## src/rtl/frame_stream_source.sv

```systemverilog
// Frame streamer: reads NUM_CH words from a one-cycle-latency frame buffer and
// emits them as a single Avalon-ST packet through a 2-entry output buffer.
module frame_stream_source #(
    parameter int unsigned NUM_CH = 320,
    parameter int unsigned ADDR_W = 9
) (
    input  logic              clk,
    input  logic              rst_n,
    input  logic              frame_start,
    output logic              busy,
    output logic              frame_done,
    output logic [15:0]       frame_drop_cnt,
    output logic [ADDR_W-1:0] buf_address,
    output logic              buf_rden,
    input  logic [15:0]       buf_q,
    output logic [15:0]       out_data,
    output logic              out_valid,
    input  logic              out_ready,
    output logic              out_startofpacket,
    output logic              out_endofpacket,
    output logic              out_empty
);

    localparam logic [ADDR_W-1:0] LastAddr = ADDR_W'(NUM_CH - 1);

    typedef enum logic [1:0] {
        StIdle,
        StStream,
        StDrain
    } state_e;

    state_e            state_q, state_d;
    logic [ADDR_W-1:0] rd_addr_q, rd_addr_d;
    logic [ADDR_W-1:0] word_cnt_q, word_cnt_d;
    logic [15:0]       drop_q, drop_d;
    logic              done_q, done_d;
    logic              inflight_q;

    logic [15:0]       mem_q [2];
    logic              wr_ptr_q, rd_ptr_q;
    logic [1:0]        count_q, count_d;

    logic              pop;
    logic              push;
    logic              last_pop;
    logic [2:0]        committed;

    always_comb begin
        pop       = (count_q != 2'd0) && out_ready;
        push      = inflight_q;
        last_pop  = pop && (word_cnt_q == LastAddr);
        // Slots already spoken for once this cycle's pop frees its entry.
        committed = {1'b0, count_q} + {2'b00, inflight_q} - {2'b00, pop};
        count_d   = count_q + {1'b0, push} - {1'b0, pop};
    end

    always_comb begin
        state_d    = state_q;
        rd_addr_d  = rd_addr_q;
        word_cnt_d = word_cnt_q;
        drop_d     = drop_q;
        done_d     = 1'b0;
        buf_rden   = 1'b0;

        if (pop) begin
            word_cnt_d = word_cnt_q + ADDR_W'(1);
        end

        unique case (state_q)
            StIdle: begin
                if (frame_start) begin
                    state_d    = StStream;
                    rd_addr_d  = '0;
                    word_cnt_d = '0;
                end
            end
            StStream: begin
                if (committed < 3'd2) begin
                    buf_rden  = 1'b1;
                    rd_addr_d = rd_addr_q + ADDR_W'(1);
                    if (rd_addr_q == LastAddr) begin
                        state_d = StDrain;
                    end
                end
            end
            StDrain: begin
                if (last_pop) begin
                    state_d = StIdle;
                    done_d  = 1'b1;
                end
            end
            default: state_d = StIdle;
        endcase

        if (frame_start && (state_q != StIdle) && (drop_q != 16'hFFFF)) begin
            drop_d = drop_q + 16'd1;
        end
    end

    always_ff @(posedge clk or negedge rst_n) begin
        if (!rst_n) begin
            state_q    <= StIdle;
            rd_addr_q  <= '0;
            word_cnt_q <= '0;
            drop_q     <= '0;
            done_q     <= 1'b0;
            inflight_q <= 1'b0;
        end else begin
            state_q    <= state_d;
            rd_addr_q  <= rd_addr_d;
            word_cnt_q <= word_cnt_d;
            drop_q     <= drop_d;
            done_q     <= done_d;
            inflight_q <= buf_rden;
        end
    end

    always_ff @(posedge clk or negedge rst_n) begin
        if (!rst_n) begin
            mem_q[0] <= '0;
            mem_q[1] <= '0;
            wr_ptr_q <= 1'b0;
            rd_ptr_q <= 1'b0;
            count_q  <= '0;
        end else begin
            if (push) begin
                mem_q[wr_ptr_q] <= buf_q;
                wr_ptr_q        <= ~wr_ptr_q;
            end
            if (pop) begin
                rd_ptr_q <= ~rd_ptr_q;
            end
            count_q <= count_d;
        end
    end

    always_comb begin
        busy              = (state_q != StIdle);
        frame_done        = done_q;
        frame_drop_cnt    = drop_q;
        buf_address       = buf_rden ? rd_addr_q : '0;
        out_valid         = (count_q != 2'd0);
        out_data          = out_valid ? mem_q[rd_ptr_q] : 16'h0000;
        out_startofpacket = out_valid && (word_cnt_q == '0);
        out_endofpacket   = out_valid && (word_cnt_q == LastAddr);
        out_empty         = 1'b0;
    end

endmodule

```

## config.mk

```make
export PLATFORM = sky130hd
export DESIGN_NAME = frame_stream_source
export DESIGN_NICKNAME = d
export VERILOG_FILES = /design/src/rtl/frame_stream_source.sv
export SDC_FILE = /design/constraint.sdc
export NUM_CORES = 1
export LEC_CHECK = 0
export CAP_MARGIN = 20
export CORE_MARGIN = 2
export CORE_UTILIZATION = 52
export DETAILED_ROUTE_END_ITERATION = 6
export PLACE_DENSITY_LB_ADDON = 0.12
export SYNTH_ARGS = -nofsm -noshare
export SYNTH_HDL_FRONTEND = slang
export SYNTH_SLANG_ARGS = --single-unit
```

## constraint.sdc

```tcl
create_clock -name clk -period 4 [get_ports clk]
set_input_delay 1 -clock clk [delete_from_list [all_inputs] [get_ports clk]]
set_output_delay 1 -clock clk [all_outputs]
set_load 0.005 [all_outputs]
```

==> out/metrics.csv <==
stage;metric;value;unit
finish;Final #Nets;439;
worst_setup_path;Startpoint Class;input port;
synth;synth top area cells;dfrtp_1, mux2_2, mux2i_1;
floorplan;die width;87.5;um
global_routing;first-pass GRT wire length;12700;um
min_path;Worst Hold Class;reg2reg;
route;drc violations;0;
worst_setup_path;Worst Setup SP;out_ready;
timing;Max Fclk;257;MHz
placed_design;DPL Wire Length;5030;um
worst_setup_path;critical-path cell with the highest stage delay;fa_2;
timing;Layout Skew;8.67;ps
finish;commonest non-fill, non-tap cell in the layout;dfrtp_1;
timing;RSZ-0062 raised after global routing;no;
timing;Final setup viols;0;
global_routing;grt total ovfl;0;
placed_design;port bufs;66;
synth;Ys Warns;0;
synth;post-synth top area cell;dfrtp_1;
timing;Min Clock Period, post-route;3890;ps
synth;number of register bits inferred by synthesis;74;
floorplan;num rows;30;
pwr;PwrDens;771;nW/um^2
clocking;later-pin clock latency in the skew report;340;ps
clocking;clock buffer depth;2;
finish;Finished Core Util;70.2;%
worst_setup_path;max incr delay on CP;360;ps
worst_setup_path;CP max FO;4;
clocking;htree depth;3;
worst_setup_path;critical path class;in2out;
finish;layout cells sized above 1;20.3;%
clocking;CTS buffer count;9;
timing;Max Slew Vio Count;0;
finish;antenna cell count;0;
synth;cells after synthesis;325;
finish;most frequent cells in the layout;dfrtp_1, clkdlybuf4s50_1, mux2_2;
timing;final hold violations;0;
route;drt first pass iters;4;
synth;Avg Cell Area, Syn;11.2;sq um
pwr;Lkg Pwr;0.00212;uW
timing;Final Cycle Share;97.2;%
finish;area grow syn2layout;30.9;%
worst_setup_path;Crit. End Element;output pin;
min_path;hold path startpoint;wr_ptr_q;
global_routing;pin count of the biggest net entering global routing;75;
worst_setup_path;CP Buf/Inv Count;5;
synth;Mapped Area;3620;sq um
clocking;# clock sinks;74;
floorplan;Initial Utilization;53.6;%
outcome;status;finished clean;
route;post-route ant nets;0;
timing;Max transition margin;37.8;%
route;DRT Wirelength;7430;um
worst_setup_path;Critical Path RT;3000;ps
synth;number of synthesized flops with an enable pin;0;
timing;setup_tns;0;ps
worst_setup_path;FF-to-FF Start;count_q[1];
floorplan;I/O Pins;68;
route;routed length per instance;14.9;um
floorplan;Die Y;87.5;um
worst_setup_path;CP Cell Sequence;buf_2 -> o21ai_2 -> mux2i_1 -> ha_2 -> inv_2 -> fa_2 -> xnor2_2 -> nand3_2 -> clkinvlp_4 -> buf_4 -> and2_1 -> dlygate4sd2_1;
worst_setup_path;number of cells on the critical path;12;
timing;actual slew at the worst max-slew pin;933;ps
worst_setup_path;R2R cell count;12;
global_routing;GRT Util Overall;21.4;%
floorplan;Core ar.;6760;sq um
route;DR iter-0 viols;114;
timing;Min Hold Slack;505;ps
clocking;Root Driver;clkbuf_8;
clocking;register clock-pin slew on the reported worst setup and hold paths;70;ps
job;total of max-cap violations;0;
route;Via-to-Cell Ratio;5.56;
placed_design;RePlAce Congestion;0.882;
pwr;VDD IR max;0.421;mV
clocking;CTS tree;yes;
worst_setup_path;crit path DAT;2890;ps
synth;Post-synth top flop;dfrtp_1;
worst_setup_path;crit-path leading delay family;buffers and inverters;
synth;sequential element share of the synthesized area;51.1;%
global_routing;antenna violations before repair;0;
min_path;hold path cells;1;
synth;synth unique cells;47;
clocking;hold buffers post-CTS;0;
route;routed vias;2770;
global_routing;vias in the first global route;2693;
synth;Post-synth ARST share;100;%
synth;Synth Net Count;351;
synth;Synth top area share;51.1;%
floorplan;DIE AREA;7650;sq um
-- area by class of cell --
class,instances,area (sq um)
Sequential cell,74,1850
Fill cell,534,2010
Timing Repair inverter,1,7.51
Multi-Input combinational cell,231,1700
Tap cell,80,100
Inverter,9,33.8
Clock buffer,10,138
Timing Repair Buffer,87,805
Clock inverter,6,114
-- flip-flops by register name, indices dropped and copies added, names as in the netlist, 2 cells and up --
name / count
count_q: 2
frame_drop_cnt: 16
mem_q: 32
rd_addr_q: 9
state_q: 2
word_cnt_q: 9
-- repair_timing --
action,in CTS,in global routing
buffers inserted,6,4
cloned,1,0
setup endpoints to repair,10,5
resized for setup,18,4
pin swaps,2,3
-- cells by family (layout without fill, tap and decap cells) --
kind of cell               count (synthesis)  count (layout)  synth area share, %
AOI/OAI and AO/OA                         34              34                 6.14
xor gates and xnor gates                  17              17                 4.31
adders and majority gates                  6               6                 2.28
buffers and inverters                     20             113                 2.38
DFF                                       74              74                 51.1
muxes                                     56              56                 16.7
other                                      1               1                0.103
and+or+nand+nor                          117             117                 17.0
-- path summary, 6_finish.rpt --
check                                  to  slack, ps
setup / recovery           buf_address[7]        110
hold / removal                   wr_ptr_q        500
setup reg to reg             rd_addr_q[7]       1160
hold reg to reg                  wr_ptr_q        500
max in group asynchronous   word_cnt_q[1]       3020
min in group asynchronous        mem_q[0]        670
-- per-layer routing --
| metal | up-vias | part of all wire (%) | global-route usage (%) |
|---|---|---|---|
| met5 | - | 0 | 0 |
| met4 | 0 | 1.8 | 8.25 |
| met2 | 65 | 49 | 34.3 |
| met1 | 1359 | 46 | 28.8 |
| met3 | 14 | 4.1 | 3.89 |
| li1 | 1332 | - | - |
-- Yosys cell counts, types with 2 or more instances --
cell type / n
a21oi_1: 12
nor3_1: 4
dfrtp_1: 74
and2_1: 12
nand2_1: 18
buf_2: 6
nor4_1: 3
and4_1: 4
or3_1: 3
nand3_1: 11
clkbuf_1: 4
xor2_1: 10
o31ai_1: 2
mux2i_1: 21
inv_1: 9
a31oi_1: 3
nand4_1: 7
and3_1: 6
xnor2_1: 6
a41oi_1: 3
nor2_1: 34
ha_1: 5
or4_1: 3
nor2b_1: 5
mux2_2: 35
o21ai_0: 4
-- through the flow --
stage | cell area (sq um) | worst slack, ps | std cells | total power (uW)
4_1_cts | 4730 | 6.41 | 494 | 3620
2_1_floorplan | 3620 | 281 | 325 | 2060
3_5_place_dp | 4420 | -575 | 471 | 2790
3_3_place_gp | 4420 | -485 | 471 | 2740
5_1_grt | 4750 | 9.42 | 498 | 3920
6_report | 4750 | 112 | 498 | 3660
-- report_power, final --
group | total, uW | leakage (uW) | internal, uW | switching, uW
combinational | 1660 | 0.00108 | 1010 | 644
sequential | 1300 | 0.000916 | 1030 | 266
clock | 707 | 0.000119 | 432 | 275
Power figures use the tool's default switching activity.
